$ cat src/rtl/counters_pkg.sv
// counters_pkg
//   Shared definitions for the counter blocks.
//   clog2     : bit width needed to hold the values 0..n-1 (returns 1 for n=2)
//   DIR_UP    : value of 'up' that selects counting up
//   DIR_DOWN  : value of 'up' that selects counting down
package counters_pkg;

    localparam logic DIR_UP   = 1'b1;
    localparam logic DIR_DOWN = 1'b0;

    function automatic int clog2(input int n);
        int r;
        int v;
        r = 0;
        v = n - 1;
        while (v > 0) begin
            r = r + 1;
            v = v >> 1;
        end
        return r;
    endfunction

endpackage

$ cat src/rtl/cascaded_mod_counter_if.sv
// cascaded_mod_counter_if
//   Control and status bundle for cascaded_mod_counter.
//   en, up, load, din : driven by the controlling side (master)
//   q, tc, wrap, load_err : driven by the counter (slave)
//   Signalling: there is no valid/ready pair. Every input is a level that is
//   sampled on each rising clk edge; q, wrap and load_err are registered,
//   and tc is combinational from en, up and q.
interface cascaded_mod_counter_if #(
    parameter int MOD    = 10,
    parameter int DIGITS = 4
);
    import counters_pkg::*;

    localparam int W = clog2(MOD);

    logic                en;
    logic                up;
    logic                load;
    logic [DIGITS*W-1:0] din;
    logic [DIGITS*W-1:0] q;
    logic                tc;
    logic                wrap;
    logic                load_err;

    modport master (
        output en, up, load, din,
        input  q, tc, wrap, load_err
    );

    modport slave (
        input  en, up, load, din,
        output q, tc, wrap, load_err
    );

endinterface

$ cat src/rtl/mod_n_digit.sv
// mod_n_digit
//   One modulo-MOD digit of the cascaded counter.
//   clk, rst  : clock, synchronous active-high reset (q -> 0)
//   en_in     : step this cycle (already gated by the lower-digit carry chain)
//   up        : direction, DIR_UP / DIR_DOWN
//   load, d   : parallel load (caller only asserts load for an in-range d)
//   q         : digit value
//   terminal  : combinational, q is at the last value for the current direction
module mod_n_digit #(
    parameter int MOD = 10
) (
    input  logic                                 clk,
    input  logic                                 rst,
    input  logic                                 en_in,
    input  logic                                 up,
    input  logic                                 load,
    input  logic [counters_pkg::clog2(MOD)-1:0]  d,
    output logic [counters_pkg::clog2(MOD)-1:0]  q,
    output logic                                 terminal
);
    import counters_pkg::*;

    localparam int            W   = clog2(MOD);
    localparam logic [W-1:0]  TOP = W'(MOD - 1);

    logic [W-1:0] q_next;

    // Out-of-range values fold back into the legal range on the next step:
    // to 0 when counting up, to MOD-1 when counting down.
    always_comb begin
        q_next = q;
        if (up == DIR_UP) begin
            q_next = (q >= TOP) ? '0 : q + 1'b1;
        end else begin
            q_next = ((q == '0) || (q > TOP)) ? TOP : q - 1'b1;
        end
    end

    assign terminal = (up == DIR_UP) ? (q == TOP) : (q == '0);

    always_ff @(posedge clk) begin
        if (rst) begin
            q <= '0;
        end else if (load) begin
            q <= d;
        end else if (en_in) begin
            q <= q_next;
        end
    end

endmodule

$ cat src/rtl/cascaded_mod_counter.sv
// cascaded_mod_counter
//   DIGITS cascaded modulo-MOD digits, up/down, with validated parallel load.
//   clk, rst : clock, synchronous active-high reset
//   bus      : cascaded_mod_counter_if slave
//     en, up, load, din (in)  count enable, direction, load request, load value
//     q (out)                 packed count, digit i at [i*W +: W]
//     tc (out)                combinational terminal count (en and all digits terminal)
//     wrap (out)              registered pulse after an edge that saw tc without load
//     load_err (out)          registered pulse after a rejected load
module cascaded_mod_counter #(
    parameter int MOD    = 10,
    parameter int DIGITS = 4
) (
    input  logic                    clk,
    input  logic                    rst,
    cascaded_mod_counter_if.slave   bus
);
    import counters_pkg::*;

    localparam int W = clog2(MOD);

    logic [DIGITS-1:0] digit_ok;
    logic [DIGITS-1:0] term;
    logic [DIGITS-1:0] en_chain;
    logic [W-1:0]      q_d [DIGITS];
    logic              load_ok;
    logic              load_apply;

    // Range check is done one bit wider so MOD=16 does not truncate to 0.
    always_comb begin
        for (int i = 0; i < DIGITS; i++) begin
            digit_ok[i] = ({1'b0, bus.din[i*W +: W]} < (W+1)'(MOD));
        end
    end

    assign load_ok    = &digit_ok;
    assign load_apply = bus.load & load_ok;

    // A load request, accepted or rejected, suppresses counting that cycle.
    always_comb begin
        en_chain[0] = bus.en & ~bus.load;
        for (int i = 1; i < DIGITS; i++) begin
            en_chain[i] = en_chain[i-1] & term[i-1];
        end
    end

    for (genvar g = 0; g < DIGITS; g++) begin : g_digit
        mod_n_digit #(.MOD(MOD)) u_digit (
            .clk      (clk),
            .rst      (rst),
            .en_in    (en_chain[g]),
            .up       (bus.up),
            .load     (load_apply),
            .d        (bus.din[g*W +: W]),
            .q        (q_d[g]),
            .terminal (term[g])
        );
    end

    always_comb begin
        for (int i = 0; i < DIGITS; i++) begin
            bus.q[i*W +: W] = q_d[i];
        end
    end

    assign bus.tc = bus.en & (&term);

    always_ff @(posedge clk) begin
        if (rst) begin
            bus.wrap     <= 1'b0;
            bus.load_err <= 1'b0;
        end else begin
            bus.wrap     <= bus.tc & ~bus.load;
            bus.load_err <= bus.load & ~load_ok;
        end
    end

endmodule

$ cat src/flat_wrapper.sv
// flat-port wrapper written by rule: the top's interface ports become plain ports
module cascaded_mod_counter_flat import counters_pkg::*;
#(
    parameter int MOD    = 10,
    parameter int DIGITS = 4
)
  (clk, rst, bus_en, bus_up, bus_load, bus_din, bus_q, bus_tc, bus_wrap, bus_load_err);
  cascaded_mod_counter_if #(.MOD(MOD), .DIGITS(DIGITS)) bus_i ();
  input  logic clk;
  input  logic rst;
  input wire logic [$bits(bus_i.en)-1:0] bus_en;
  input wire logic [$bits(bus_i.up)-1:0] bus_up;
  input wire logic [$bits(bus_i.load)-1:0] bus_load;
  input wire logic [$bits(bus_i.din)-1:0] bus_din;
  output wire logic [$bits(bus_i.q)-1:0] bus_q;
  output wire logic [$bits(bus_i.tc)-1:0] bus_tc;
  output wire logic [$bits(bus_i.wrap)-1:0] bus_wrap;
  output wire logic [$bits(bus_i.load_err)-1:0] bus_load_err;
  assign bus_i.en = bus_en;
  assign bus_i.up = bus_up;
  assign bus_i.load = bus_load;
  assign bus_i.din = bus_din;
  assign bus_q = bus_i.q;
  assign bus_tc = bus_i.tc;
  assign bus_wrap = bus_i.wrap;
  assign bus_load_err = bus_i.load_err;
  cascaded_mod_counter #(.MOD(MOD), .DIGITS(DIGITS)) u_core (.clk(clk), .rst(rst), .bus(bus_i));
endmodule
$ cat config.mk
export PLATFORM = sky130hd
export DESIGN_NAME = cascaded_mod_counter_flat
export DESIGN_NICKNAME = d
export VERILOG_FILES = /design/src/rtl/counters_pkg.sv /design/src/rtl/cascaded_mod_counter_if.sv /design/src/rtl/mod_n_digit.sv /design/src/rtl/cascaded_mod_counter.sv /design/src/flat_wrapper.sv
export SDC_FILE = /design/constraint.sdc
export NUM_CORES = 1
export LEC_CHECK = 0
export ABC_AREA = 1
export BUFFER_PORTS_ARGS = -buffer_cell sky130_fd_sc_hd__buf_2
export CAP_MARGIN = 5
export CORE_UTILIZATION = 55
export CTS_CLUSTER_SIZE = 10
export DETAILED_ROUTE_END_ITERATION = 10
export MAX_ROUTING_LAYER = met4
export PLACE_DENSITY = 0.92
export SLEW_MARGIN = 40
export SYNTH_ARGS = -nofsm -noshare
export SYNTH_HDL_FRONTEND = slang
export SYNTH_SLANG_ARGS = --single-unit
export TNS_END_PERCENT = 1
$ cat constraint.sdc
create_clock -name clk -period 1.57 [get_ports clk]
set_input_delay 0.2355 -clock clk [delete_from_list [all_inputs] [get_ports clk]]
set_output_delay 0.2355 -clock clk [all_outputs]
set_load 0.1 [all_outputs]
======== After elaboration in Yosys (flattened, before gate mapping) ========
Cells that the tools add are included.
word-level totals
  RAM bits ................................ 0
  bits of input ports ..................... 21
  memories ................................ 0
  latch bits .............................. 0
  register bits after elaboration ......... 18
  bits in read-only memories .............. 0
  word-level logic and storage cells ...... 78
  output and inout port bits .............. 19
operators by class
  multiply operators ...................... 0
  div/mod/pow operators ................... 0
  add/sub/neg operators ................... 8
  bitwise operators ....................... 10
  shift-type cells ........................ 0
  eq/ne operators ......................... 4
  $lt $le $gt $ge ......................... 12
  multiplexer cells ....................... 24
  reductions and logical operators ........ 14
operators by type and width
  kind                                                   number
  two-way mux 4 bit                                      20
  adder 4 x 1 -> 4 bit (second input constant)           4
  equality test 4 bit (second input constant)            4
  >= comparator 4 bit (second input constant)            4
  greater-than comparator 4 bit (second input constant)  4
  zero test 4 bit                                        4
  < comparator 4 bit (second input constant)             4
  subtractor 4 x 1 -> 4 bit (second input constant)      4
  AND 1 bit                                              8
  AND reduction 4 bit                                    2
  nonzero test 2 bit                                     4
  logical OR 1 bit                                       4
  two-way mux 1 bit                                      4
  inverter 1 bit                                         2

======== Longest topological paths before layout ========
  depth in word-level cells ............... 7
  mapped depth ............................ 12

======== Modules after synthesis ========
Synthesis repeated with hierarchy kept, for this count alone.
unflattened totals
  cell total of the unflattened synthesis .. 304
  area total of the unflattened synthesis .. 2154.6 µm²
modules (own cells, without submodules)
  module                cells each  times used  sequential area each (µm²)  area each (µm²)
  mod_n_digit           66          4           80.1                        488.0
  cascaded_mod_counter  40          1           40.0                        202.7

======== Least setup slack after synthesis ========
Ideal clock, no wire load.
  path kind ............................... reg-to-output
  start point ............................. register u_core.g_digit[0].u_digit.q[0] in the netlist's numbering
  end point ............................... output bus_tc
  data required time ...................... 1.334 ns
  buffers on the path ..................... 0
  cell stages (with the launch flop) ...... 7
  data arrival time ....................... 3.070 ns
  setup slack ............................. -1.736 ns
  cell sequence ........................... dfxtp_1 ha_1 nand3_4 nand2_4 and2_4 nand3_1 nor2_1
on the way
  cells in the longest elaborated chain, start to end .. 4
  elaborated cells on any way between the ends .. 5
RTL lines
  element                                                        RTL line                    source
  start: declaration                                             mod_n_digit.sv:18           output logic [counters_pkg::clog2(MOD)-1:0] q,
  start signal: assignment                                       mod_n_digit.sv:47           q <= q_next;
  equality test 4 bit / zero test 4 bit (equally long branches)  mod_n_digit.sv:39           assign terminal = (up == DIR_UP) ? (q == TOP) : (q == '0);
  two-way mux 1 bit (*)                                          mod_n_digit.sv:39
  AND reduction 4 bit (*)                                        cascaded_mod_counter.sv:66  assign bus.tc = bus.en & (&term);
  AND 1 bit (*)                                                  cascaded_mod_counter.sv:66
  end: declaration                                               flat_wrapper.sv:16          output wire logic [$bits(bus_i.tc)-1:0] bus_tc;
Every way passes the cells marked *; elsewhere a longest branch is shown, timed or not.

======== Worst setup path in the final report ========
  start point ............................. register u_core.g_digit[3].u_digit.q[1] in the netlist's numbering
  end point ............................... output bus_tc
on the way
  cells in the longest elaborated chain, start to end .. 4
  elaborated cells on any way between the ends .. 5
RTL lines
  element                                                        RTL line
  start: declaration                                             mod_n_digit.sv:18
  start signal: assignment                                       mod_n_digit.sv:47
  equality test 4 bit / zero test 4 bit (equally long branches)  mod_n_digit.sv:39
  two-way mux 1 bit (*)                                          mod_n_digit.sv:39
  AND reduction 4 bit (*)                                        cascaded_mod_counter.sv:66
  AND 1 bit (*)                                                  cascaded_mod_counter.sv:66
Marks and branches as above.

==> impl_results.md <==
- Status: complete, but fails checks
- Failing checks: negative setup slack
- CP Launch Type: register
- Clock tree buffer depth: 2
- Total global routing overflow: 0
- Number of global-route vias before repair: 1962
- Routed WL per cell: 13.2 um
- Hold_sp: rst
- Initial DRC Count: 215
- Final WS setup: -338 ps
- Worst-margin pin slew: 509 ps
- Cell variety after synth: 33
- FF-to-FF path depth: 8
- Final Skew: 5.98 ps
- Setup Viol. Count Final: 1
- CP endpoint kind: primary output
- Post-synth top area share: 18.3%
- CTS clock-pin slew for the worst setup and hold paths: 110 ps
- Fraction of layout cells with a size suffix above 1: 37.9%
- Post-Place Setup Slack: -8.99 ps
- PD cells: 725 nW/um^2
- Logic gate share of total power: 54.9%
- Clock power frac: 15.8%
- Final-report max-slew violation count: 0
- Type of the tightest min-delay check: input pin to register
- First-pass GRT wire length: 8.47 mm
- Worst slew margin: 66.3%
- Synth area leaders: dfxtp_1, nand2_1, nand3_1
- Post-layout min period: 1910 ps
- Fin nets: 411
- Final hold slack: 157 ps
- Setup TNS: -338 ps
- Tot GR Track Use: 30.8%
- Ports: 40
- Final wirelength: 5.58 mm
- Reg2Reg Setup Slack: 40 ps
- GP Congestion: 0.935
- Internal: 0.975 mW
- Final period util: 122%
- Core ar.: 3390 um^2
- Placed cells: 417
- Flop pwr share: 29.3%
- Switching Fraction: 48.0%
- FF+latch count, synth: 18
- Sequential area share after synthesis: 18.3%
- Die width: 61.9 um
- Unrepaired setup endpoints after global routing: yes
- H-tree lvl count: 1
- HPWL Detailed: 4.29 mm
- Power Total: 1.87 mW
- Routing usage on met3: 3.93%
- Antenna violations before repair: 0
- # DRC: 0
- CTS root buf: clkbuf_4
- Syn Nets: 345
- Net switching power: 0.898 mW
- WHS Endpoint: u_core.g_digit[1].u_digit.q[3]$_SDFFE_PP0P_
- YS warnings: 0
- Data arrival time of the worst path: 1670 ps
- Worst R2R Start: u_core.g_digit[1].u_digit.q[1]$_SDFFE_PP0P_
- Clock Sinks: 18
- CP Max Fanout: 3
- Die area: 3830 um^2
- Area Overhead vs Synth: 30.9%
- Initial Utilization: 58.3%
- Worst EP required: 1330 ps
- Max-Cap Viols: 0
- Vias: 2332
- Global Route met2 Usage: 52.2%
- PortBufs: 39
- Die Y: 61.9 um
- Avg Cell Area, Syn: 6.33 um^2
- GRT met1 Usage: 36.5%
- Hold path depth: 2
- CTS Buf Count: 3
- Ant diodes: 0
- DR pass1 iterations: 4
- Largest net degree at the start of global routing: 17
- Non-filler cells, final: 423
- P_leak: 1.34 nW
- Reg2reg end: u_core.g_digit[2].u_digit.q[2]$_SDFFE_PP0P_
- Vias per cell: 5.51
- Max VDD drop: 0.457 mV
- Cells after synthesis: 312
- Fin. Hold Viols: 0
- Clk_lat worst skew: 300 ps
- CTS tree: yes
- Synth Cell Area: 1970 um^2
- Crit path kind: register to primary output
- Core Rows: 21
- Busiest grt layer: met2
- ANT nets after route: 0
- Biggest area consumer among synthesized cells: dfxtp_1
- Highest clock rate: 524 MHz
-- worst max-delay path, stage by stage (launching register included) --
cell and delay (ps):
dfxtp_4 370, inv_4 70, ha_1 140, nand3_1 150, a21oi_2 220, nand3_4 90, nor2_4 150, buf_12 180
-- cell families after synthesis --
logic type      Yosys count  synth area share (%)
simple gates            191                  48.9
buf+inv                  47                  11.5
xor+xnor                  6                  2.66
compound gates           38                  11.2
fa+ha+maj                12                  7.60
flops                    18                  18.3
-- sequential cells by signal, indices dropped and copies added (netlist names) --
register,flops
u_core.g_digit.u_digit.q,16
u_core.bus.wrap,1
u_core.bus.load_err,1
-- metal layers --
metal	vias up	part of all wire (%)
li1	1152	-
met2	97	50
met4	0	2.3
met3	15	6.0
met5	-	0
met1	1068	42
-- how the worst max path moves through the flow --
| stage | slack [ps] | cells past startpoint | end | startpoint |
|---|---|---|---|---|
| finish | -340 | 7 | bus_tc | u_core.g_digit[3].u_digit.q[1]$_SDFFE_PP0P_ |
| global route | -410 | 7 | bus_tc | u_core.g_digit[3].u_digit.q[1]$_SDFFE_PP0P_ |
| CTS | -330 | 9 | bus_tc | u_core.g_digit[3].u_digit.q[0]$_SDFFE_PP0P_ |
| detailed placement | -9 | 9 | bus_tc | u_core.g_digit[3].u_digit.q[0]$_SDFFE_PP0P_ |
| global placement | 20 | 9 | bus_tc | u_core.g_digit[3].u_digit.q[0]$_SDFFE_PP0P_ |
| floorplan | -360 | 6 | bus_tc | u_core.g_digit[0].u_digit.q[0]$_SDFFE_PP0P_ |
-- cell type report --
| class | instances | area [um^2] |
|---|---|---|
| multi-input combinational | 247 | 1490 |
| fill | 275 | 805 |
| timing repair buffer | 70 | 443 |
| sequential | 18 | 403 |
| inverter | 38 | 155 |
| tap | 46 | 57.6 |
| clock buffer | 4 | 36.3 |
-- cell usage after synthesis, drive strengths merged --
library cell / number
dfxtp: 18
nand2: 86
ha: 12
inv: 34
xnor2: 2
nor2: 35
a21oi: 14
buf: 9
nor4: 1
xor2: 4
and2: 1
clkinv: 4
nand4: 11
or2: 5
nor3: 5
nand3: 47
o21ai: 24
-- power groups by stage --
stage | clock network (mW) | logic, mW | registers [mW]
after floorplan | 0 | 0.501 | 0.799
after global placement | 0 | 0.950 | 0.556
after detailed placement | 0 | 0.976 | 0.558
after CTS | 0.302 | 0.995 | 0.548
after global routing | 0.313 | 1.11 | 0.557
final | 0.296 | 1.03 | 0.550
-- layout by cell type, fill, tap and decap left out, types with 3 or more instances in the layout --
| master | instances |
|---|---|
| dfxtp_4 | 9 |
| nor2_1 | 27 |
| nand3_4 | 6 |
| inv_2 | 8 |
| a21oi_1 | 10 |
| nor3_1 | 4 |
| ha_4 | 4 |
| dfxtp_2 | 7 |
| inv_4 | 4 |
| clkbuf_4 | 3 |
| buf_4 | 31 |
| xor2_1 | 4 |
| inv_1 | 22 |
| buf_2 | 38 |
| nand2_4 | 5 |
| o21ai_2 | 3 |
| nand3_1 | 39 |
| o21ai_0 | 11 |
| o21ai_1 | 9 |
| ha_1 | 8 |
| a21oi_2 | 4 |
| nor2_4 | 6 |
| nand2_1 | 80 |
| or2_2 | 3 |
| nand4_1 | 11 |
-- through the flow --
stage / instance area [um^2] / util, %
after floorplan: 2080 / -
after global placement: 2480 / 73.2
after detailed placement: 2480 / 73.2
after CTS: 2540 / 75.0
after global routing: 2580 / 76.3
final: 2580 / 76.3
-- what timing repair did --
item,4_1_cts,5_1_grt
setup endpoints to repair,2,12
pin swaps,5,5
cloned,0,0
hold buffers,0,0
setup buffers,1,1
resized for setup,4,7
Power figures use the tool's default switching activity.
